===== src/rtl/regfile_pkg.sv =====
// Shared constants for the register-file write path: address width, default
// data width and the grant-index width used by the write-port arbiter.
package regfile_pkg;

  localparam int unsigned REG_ADDR_W = 5;
  localparam int unsigned NUM_REGS   = 32;
  localparam int unsigned DATA_W     = 32;
  // Wide enough for any NREQ up to 8.
  localparam int unsigned GRANT_W    = 3;

  localparam logic [REG_ADDR_W-1:0] ZERO_REG = 5'd0;

  typedef logic [REG_ADDR_W-1:0] reg_addr_t;

endpackage


===== src/rtl/rr_arbiter.sv =====
// Round-robin arbiter: the search starts at ptr and ascends modulo NREQ.
// After a taken grant to i the pointer moves to i+1.
module rr_arbiter
  import regfile_pkg::*;
#(
  parameter int unsigned NREQ = 4
) (
  input  logic               clk,
  input  logic               reset,
  input  logic [NREQ-1:0]    req_i,
  input  logic               advance_i,
  output logic [NREQ-1:0]    grant_c_o,
  output logic [GRANT_W-1:0] grant_idx_c_o
);

  logic [GRANT_W-1:0] ptr_q, ptr_d;
  logic [NREQ-1:0]    upper_c;
  logic [GRANT_W-1:0] lo_idx_c, up_idx_c;
  logic               any_c;

  // Lowest requester at or above ptr wins; otherwise wrap to the lowest overall.
  always_comb begin
    upper_c  = '0;
    lo_idx_c = '0;
    up_idx_c = '0;
    for (int unsigned i = 0; i < NREQ; i++) begin
      upper_c[i] = req_i[i] && (i >= 32'(ptr_q));
    end
    for (int i = int'(NREQ) - 1; i >= 0; i--) begin
      if (req_i[i])   lo_idx_c = GRANT_W'(i);
      if (upper_c[i]) up_idx_c = GRANT_W'(i);
    end
    grant_idx_c_o = (|upper_c) ? up_idx_c : lo_idx_c;
    any_c         = reset && (|req_i);
    grant_c_o     = '0;
    for (int unsigned i = 0; i < NREQ; i++) begin
      grant_c_o[i] = any_c && (grant_idx_c_o == GRANT_W'(i));
    end
  end

  always_comb begin
    ptr_d = ptr_q;
    if (advance_i && any_c) begin
      ptr_d = (grant_idx_c_o == GRANT_W'(NREQ - 1)) ? '0 : grant_idx_c_o + GRANT_W'(1);
    end
  end

  always_ff @(posedge clk or negedge reset) begin
    if (!reset) ptr_q <= '0;
    else        ptr_q <= ptr_d;
  end

endmodule


===== src/rtl/regfile_wr_arbiter.sv =====
// Sole driver of the register file write port: arbitrates NREQ writeback
// sources and registers the winner; writes to register 0 are dropped and counted.
module regfile_wr_arbiter
  import regfile_pkg::*;
#(
  parameter int unsigned N     = DATA_W,
  parameter int unsigned NREQ  = 4,
  parameter int unsigned CNT_W = 16
) (
  input  logic                       clk,
  input  logic                       reset,
  input  logic [NREQ-1:0]            req_valid_i,
  output logic [NREQ-1:0]            req_ready_o,
  input  logic [REG_ADDR_W*NREQ-1:0] req_addr_i,
  input  logic [N*NREQ-1:0]          req_data_i,
  output logic                       Reg_Write_o,
  output logic [REG_ADDR_W-1:0]      Write_Register_o,
  output logic [N-1:0]               Write_Data_o,
  output logic [GRANT_W-1:0]         grant_id_o,
  output logic [CNT_W-1:0]           zero_drop_cnt_o
);

  localparam logic [CNT_W-1:0] CNT_MAX = '1;

  logic [NREQ-1:0]    grant_c;
  logic [GRANT_W-1:0] grant_idx_c;
  logic               accept_c;
  reg_addr_t          sel_addr_c;
  logic [N-1:0]       sel_data_c;

  logic               we_q, we_d;
  reg_addr_t          waddr_q, waddr_d;
  logic [N-1:0]       wdata_q, wdata_d;
  logic [GRANT_W-1:0] gid_q, gid_d;
  logic [CNT_W-1:0]   cnt_q, cnt_d;

  rr_arbiter #(.NREQ(NREQ)) u_rr (
    .clk           (clk),
    .reset         (reset),
    .req_i         (req_valid_i),
    .advance_i     (accept_c),
    .grant_c_o     (grant_c),
    .grant_idx_c_o (grant_idx_c)
  );

  assign accept_c    = |grant_c;
  assign req_ready_o = grant_c;

  // One-hot AND-OR mux of the winning request payload.
  always_comb begin
    sel_addr_c = '0;
    sel_data_c = '0;
    for (int unsigned i = 0; i < NREQ; i++) begin
      if (grant_c[i]) begin
        sel_addr_c = req_addr_i[REG_ADDR_W*i +: REG_ADDR_W];
        sel_data_c = req_data_i[N*i +: N];
      end
    end
  end

  always_comb begin
    we_d    = 1'b0;
    waddr_d = waddr_q;
    wdata_d = wdata_q;
    gid_d   = gid_q;
    cnt_d   = cnt_q;
    if (accept_c) begin
      gid_d = grant_idx_c;
      if (sel_addr_c != ZERO_REG) begin
        we_d    = 1'b1;
        waddr_d = sel_addr_c;
        wdata_d = sel_data_c;
      end else begin
        waddr_d = ZERO_REG;
        wdata_d = '0;
        if (cnt_q != CNT_MAX) cnt_d = cnt_q + CNT_W'(1);
      end
    end
  end

  always_ff @(posedge clk or negedge reset) begin
    if (!reset) begin
      we_q    <= 1'b0;
      waddr_q <= '0;
      wdata_q <= '0;
      gid_q   <= '0;
      cnt_q   <= '0;
    end else begin
      we_q    <= we_d;
      waddr_q <= waddr_d;
      wdata_q <= wdata_d;
      gid_q   <= gid_d;
      cnt_q   <= cnt_d;
    end
  end

  assign Reg_Write_o      = we_q;
  assign Write_Register_o = waddr_q;
  assign Write_Data_o     = wdata_q;
  assign grant_id_o       = gid_q;
  assign zero_drop_cnt_o  = cnt_q;

endmodule

===== config.mk =====
export PLATFORM = sky130hd
export DESIGN_NAME = regfile_wr_arbiter
export DESIGN_NICKNAME = d
export VERILOG_FILES = /design/src/rtl/regfile_pkg.sv /design/src/rtl/rr_arbiter.sv /design/src/rtl/regfile_wr_arbiter.sv
export SDC_FILE = /design/constraint.sdc
export NUM_CORES = 1
export LEC_CHECK = 0
export CORE_MARGIN = 10
export CORE_UTILIZATION = 34
export CTS_BUF_LIST = sky130_fd_sc_hd__clkbuf_8
export DETAILED_ROUTE_END_ITERATION = 16
export PLACE_DENSITY = 0.8
export SETUP_SLACK_MARGIN = 0.3
export SYNTH_ARGS = -nofsm -noshare
export SYNTH_HDL_FRONTEND = slang
export SYNTH_SLANG_ARGS = --single-unit
export TNS_END_PERCENT = 20

===== constraint.sdc =====
create_clock -name clk -period 2.68 [get_ports clk]
set_input_delay 0.268 -clock clk [delete_from_list [all_inputs] [get_ports clk]]
set_output_delay 0.268 -clock clk [all_outputs]
set_load 0.02 [all_outputs]

==> results.cfg, run 1 <==
[logic_synthesis]
netlist-cell-type-count = 42
avgSynthCellArea_um2 = 9.538
synth_cells = 342
synth_top_area_cell = dfrtp_1
synth_edf_count = 0
synth_most_common_cell = dfrtp_1
async_flop_share_pct = 100.0
synth_area_leaders = dfrtp_1, a221oi_1, o31ai_1
yosysWarnings = 0
syn_nets = 501
ys_seq_area_share_pct = 44.50
yosys_register_bits = 58
synth_common_cells = dfrtp_1, nand2_1, o22ai_1
synth_top_area_share_pct = 44.50
synth-main-ff-cell = dfrtp_1
synth_area_um2 = 3262

[routing]
viasPerCell = 5.440
via_count = 3917
drtIter0Drc = 226
post_drt_wl_per_cell_um = 21.07
drc = 0
final_antenna_net_count = 0
routed_wl_um = 15170
first_pass_iters = 4

[setup_path]
cp_slowest_cell = dfrtp_2
worst-path-buf-inv = 4
path_delay_family = compound AO/OA/AOI/OAI gates
cp.required_ps = 2910
crit_path_end_kind = flop
criticalPathCategory = reg -> reg
path_depth = 15
r2r-start = u_rr.ptr_q[0]
startpoint_type = flop
arrival_ps = 3020
path_cells = nor2b_4 > a21oi_2 > o22ai_2 > a21oi_2 > buf_4 > ha_4 > buf_6 > nor2_4 > o211ai_1 > a222oi_1 > buf_4 > nand3_4 > buf_6 > nor3_4 > xor2_1
slowest_delay_ps = 430
reg2regPathDepth = 15
worst_r2r_endpoint = zero_drop_cnt_o[13]
path_max_fanout = 5
r2r_slack_ps = -110

[timing]
finalSetupTns_ps = -1076
tightest_slew_ps = 751.0
finalSetupViolCount = 35
hold_viol = 0
fmax_mhz = 358.4
setup_ws_ps = -109.9
period_share_pct = 104.1
fin_crit_ps = 2790
timing.slew.headroom_pct = 49.94
rsz0062_at_grt = yes
report.final.slew_viol_count = 0
clock_skew_ps = 10.32

[cts]
cts_sinks = 58
cts_tree = yes
hold_buffers = 0
htree_levels = 3
cts-buffers-inserted = 9
clock_path_buffers = 2
ctsRootBufferMaster = clkbuf_8
worst_skew_pair.late_latency_ps = 330
cts.reportedPaths.clkPinSlew_ps = 70

[global_routing]
grt_max_degree = 59
grt_usage_pct = 20.74
grt_pass1_vias = 4246
grt_pass1_wl_um = 23620
antenna_found_initial = 0
gr-total-overflow = 0

[outcome]
status = finished with violations
violations = setup timing

[final_layout]
multi_input_area_um2 = 1866
utilization_pct = 68.29
n_fill_cell = 747
nets = 745
design_area_um2 = 6340
num_antenna_cells = 0
drive_above_1_share_pct = 18.27
area_delta_synth_final_pct = 94.36
regArea_um2 = 1453

[die]
die_w_um = 117.9
rows = 35
io_pins = 215
die_area_um2 = 13910
start_util_pct = 35.13
core_um2 = 9284
die_h_um = 117.9

[place]
port_buffers = 213
dpl_cell_area_um2 = 5872
gp_congestion = 0.9071
place_ws_ps = -625.0
hpwlAfterDp_um = 11280

[pwr]
pwr_density_cell_nw_per_um2 = 916.7
finalPower_mw = 5.812
ir_drop_mv = 0.4195
p_leak_nw = 2.690

[flow_run]
cap_violations = 0

[hold_path]
min_path_type = in -> async
## per-stage QoR
stage / cells / hold slack, ps
global route: 720 / 205.5
detailed placement: 695 / 464.8
floorplan: 342 / -27.59
CTS: 720 / 168.1
global placement: 695 / 460.6
finish: 720 / 157.7
## power by group
part | switching, mW | total (mW) | internal (mW)
Combinational | 1.73 | 3.46 | 1.73
Clock | 0.360 | 0.902 | 0.543
Sequential | 0.220 | 1.45 | 1.23
## routing by layer
layer	vias to the layer above	share of wire, %	track usage (%)
met2	165	53	37.73
li1	1816	-	-
met3	9	6.1	4.460
met5	-	0	0
met1	1927	40	23.77
met4	0	0.96	5.564
## how the worst max path moves through the flow
stage | start | end | slack (ps)
floorplan | u_rr.ptr_q[1] | zero_drop_cnt_o[1] | 140
global placement | req_valid_i[0] | zero_drop_cnt_o[15] | -480
detailed placement | req_valid_i[0] | zero_drop_cnt_o[13] | -630
CTS | u_rr.ptr_q[0] | zero_drop_cnt_o[1] | -2
global route | u_rr.ptr_q[0] | zero_drop_cnt_o[13] | -280
finish | u_rr.ptr_q[0] | zero_drop_cnt_o[13] | -110
## sequential cells by signal (all words and copies together) (netlist names)
name              cells
Write_Register_o      5
Reg_Write_o           1
u_rr.ptr_q            2
Write_Data_o         32
grant_id_o            2
zero_drop_cnt_o      16
## kinds of logic after synthesis
family                     after synthesis  share of synthesized area, %
and+or+nand+nor                         97                         14.27
muxes                                    1                        0.3452
AOI/OAI and AO/OA                      125                         29.31
buffers and inverters                   40                         5.524
DFF                                     58                         44.50
xor gates and xnor gates                15                         4.027
adders and majority gates                5                         1.918
other                                    1                        0.1150
## final cells by class
class                   instances  area share [%]
clock buffers                  10           2.171
clock inverters                 6           1.303
flip-flops and latches         58           22.91
inverters                      10          0.5921
repair buffers                263           41.05
well taps                     129           2.546
multi-input cells             244           29.43
## timing repair
item | CTS | global route
setup endpoints to repair | 61 | 61
endpoints found under the hold margin | 0 | 0
cloned | 0 | 0
resized for setup | 36 | 20
pin swaps | 13 | 3
setup buffers | 9 | 0
## cell usage in the layout (no fill, tap or decap), types with 2 or more instances in the layout
cell type | netlist | routed
clkdlybuf4s50_1 | 0 | 205
dfrtp_1 | 58 | 57
nand2_1 | 57 | 57
buf_4 | 4 | 38
o22ai_1 | 35 | 32
a221oi_1 | 32 | 32
o31ai_1 | 32 | 30
xor2_1 | 10 | 10
clkbuf_8 | 0 | 10
inv_1 | 9 | 7
nand3_1 | 7 | 7
buf_12 | 0 | 7
nor2_1 | 7 | 6
inv_2 | 1 | 5
o22a_1 | 5 | 5
o211ai_1 | 5 | 5
a32o_1 | 5 | 5
nor3_4 | 0 | 5
buf_6 | 1 | 5
xnor2_1 | 5 | 4
ha_4 | 0 | 4
clkbuf_2 | 0 | 3
a21oi_2 | 0 | 2
o22ai_2 | 0 | 2
and2_2 | 0 | 2
and2_1 | 4 | 2
nor2b_2 | 0 | 2
o31ai_2 | 0 | 2
nand4_1 | 2 | 2
nor4_1 | 3 | 2
nor4_4 | 0 | 2
clkinvlp_4 | 0 | 2
bufinv_16 | 0 | 2
dlymetal6s2s_1 | 0 | 2
Note: power is estimated with default switching activity, not from simulation.
==> run 2: changes to the inputs <==
CORE_ASPECT_RATIO = 1.75   (was unset)
CTS_CLUSTER_DIAMETER = 120   (was unset)
==> run 2 against run 1 <==
Compared with the run above: the run still ends with setup timing left; setup slack worse by 2.1 ps; wire length is 1.3% lower; register-to-register slack hardly changed; global-route usage is 0.21 points lower; largest cell class unchanged; clock power is 7.0% lower; first-iteration DRC count is 28% lower; utilization is 1.4 points lower; sequential share of layout area is 0.14 points higher; combinational power is 1% higher.
==> results.cfg, run 2 (same netlist as run 1, synthesis figures left out) <==
[routing]
drc = 0
via_count = 3906
viasPerCell = 5.463
first_pass_iters = 5
final_antenna_net_count = 0
routed_wl_um = 14970
post_drt_wl_per_cell_um = 20.94
drtIter0Drc = 162

[final_layout]
nets = 748
final_common_cell = clkdlybuf4s50_1
layout_common_cells = clkdlybuf4s50_1, dfrtp_1, nand2_1
utilization_pct = 66.91
largest_reg_flops = 32
drive_above_1_share_pct = 17.54
area_delta_synth_final_pct = 93.02
num_antenna_cells = 0

[setup_path]
criticalPathCategory = in -> reg
cp_slowest_cell = clkdlybuf4s50_1
path_max_fanout = 5
path_cells = clkdlybuf4s50_1 > a21oi_1 > o22ai_1 > a21oi_2 > inv_2 > ha_4 > nor2_4 > o211ai_1 > a222oi_1 > buf_4 > nand3_4 > buf_4 > nor4_4 > xor2_1
arrival_ps = 3050
startpoint_type = input pin
crit_path_end_kind = flop
crit_path_frequent_cell = buf_4
slowest_delay_ps = 470
cp.required_ps = 2940

[pwr]
ir_drop_mv = 0.4849
pwr_density_cell_nw_per_um2 = 918.8
finalPower_mw = 5.784
p_leak_nw = 2.667

[cts]
hold_buffers = 0
ctsRootBufferMaster = clkbuf_8
htree_levels = 3
cts-buffers-inserted = 9
cts_tree = yes
worst_skew_pair.late_latency_ps = 350
cts.reportedPaths.clkPinSlew_ps = 70
clock_path_buffers = 2
cts_sinks = 58

[die]
core_um2 = 9409
start_util_pct = 34.67
rows = 47
io_pins = 215
die_h_um = 149.6
die_w_um = 94.04
die_area_um2 = 14070

[timing]
clock_skew_ps = 8.217
rsz0062_at_grt = yes
tightest_slew_ps = 745.5
fmax_mhz = 358.2
hold_viol = 0
timing.slew.headroom_pct = 50.30
setup_ws_ps = -112.0
finalSetupViolCount = 10
period_share_pct = 104.2
report.final.slew_viol_count = 0
fin_crit_ps = 2792

[global_routing]
top_usage_layer = met2
grt_max_degree = 59
use_met2_pct = 38.82
use_met3_pct = 6.269
gr-total-overflow = 0
grt_pass1_vias = 4361
grt.met1_usage_pct = 18.60
grt_usage_pct = 20.53
antenna_found_initial = 0
grt_pass1_wl_um = 22410

[place]
place_ws_ps = -616.9
port_buffers = 213
hpwlAfterDp_um = 11510
gp_congestion = 0.9049

[outcome]
violations = setup timing
status = finished with violations

[hold_path]
min_path_type = in -> async

[flow_run]
cap_violations = 0
==> run 2: cell count changes in the layout (fill, tap and decap cells not counted), moves of 2 or more <==
| cell | delta |
|---|---|
| o22ai_2 | -2 |
| buf_6 | +5 |
| o22ai_1 | +2 |
| and2_4 | +2 |
| clkinvlp_4 | -2 |
| clkbuf_8 | +2 |
| and2_2 | -2 |
| clkbuf_2 | -2 |
| buf_12 | -2 |
==> run 2: stage by stage <==
| step | TNS (ps) | hold slack (ps) | cell area (um2) | std cells |
|---|---|---|---|---|
| after floorplan | 0 | -27.59 | 3353 | 342 |
| after global placement | -19540 | 460.0 | 5846 | 689 |
| after detailed placement | -25250 | 466.1 | 5846 | 689 |
| after CTS | 0 | 141.2 | 6221 | 713 |
| after global routing | -3702 | 189.0 | 6296 | 715 |
| final | -351.6 | 123.1 | 6296 | 715 |
==> run 2: worst max-delay path, delay by kind of cell <==
family	cells	cell delay [ps]
compound gates	5	1030
xor+xnor	1	190
fa+ha+maj	1	190
buf+inv	4	930
simple gates	3	430
==> run 2: power by group <==
| group | total [mW] | internal [mW] | switching, mW |
|---|---|---|---|
| sequential | 1.44 | 1.23 | 0.209 |
| clock | 0.839 | 0.495 | 0.343 |
| combinational | 3.50 | 1.76 | 1.75 |
==> run 2: path summary, 6_finish.rpt <==
path / end / cells after the start / start / slack [ps]
worst max register to register: zero_drop_cnt_o[14] / 14 / u_rr.ptr_q[0] / -100
max in group asynchronous: Write_Data_o[13] / 2 / reset / 2070
worst min register to register: Write_Data_o[21] / 2 / Write_Data_o[21] / 480
worst max-delay path: zero_drop_cnt_o[14] / 14 / req_valid_i[2] / -110
worst min-delay path: Write_Data_o[24] / 2 / reset / 120
min in group clk: Write_Data_o[21] / 2 / Write_Data_o[21] / 480
==> run 2: cell type report <==
class	instances	area (um2)
multi-input combinational	244	1838
tap	122	152.6
clock buffer	12	165.2
inverter	10	37.54
sequential	58	1451
clock inverter	3	38.79
timing repair buffer	266	2613
fill	739	3113
==> run 2: metal layers <==
| metal | part of all wire, % | vias up | routed length (um) |
|---|---|---|---|
| met5 | 0 | - | 0 |
| met4 | 3.3 | 0 | 500 |
| met3 | 8.0 | 35 | 1197 |
| met2 | 56 | 184 | 8399 |
| met1 | 33 | 1872 | 4875 |
| li1 | - | 1815 | - |
==> run 2: repair_timing <==
action	CTS	global route
setup buffers	9	2
resized for setup	31	21
setup endpoints to repair	61	60
pin swaps	17	5
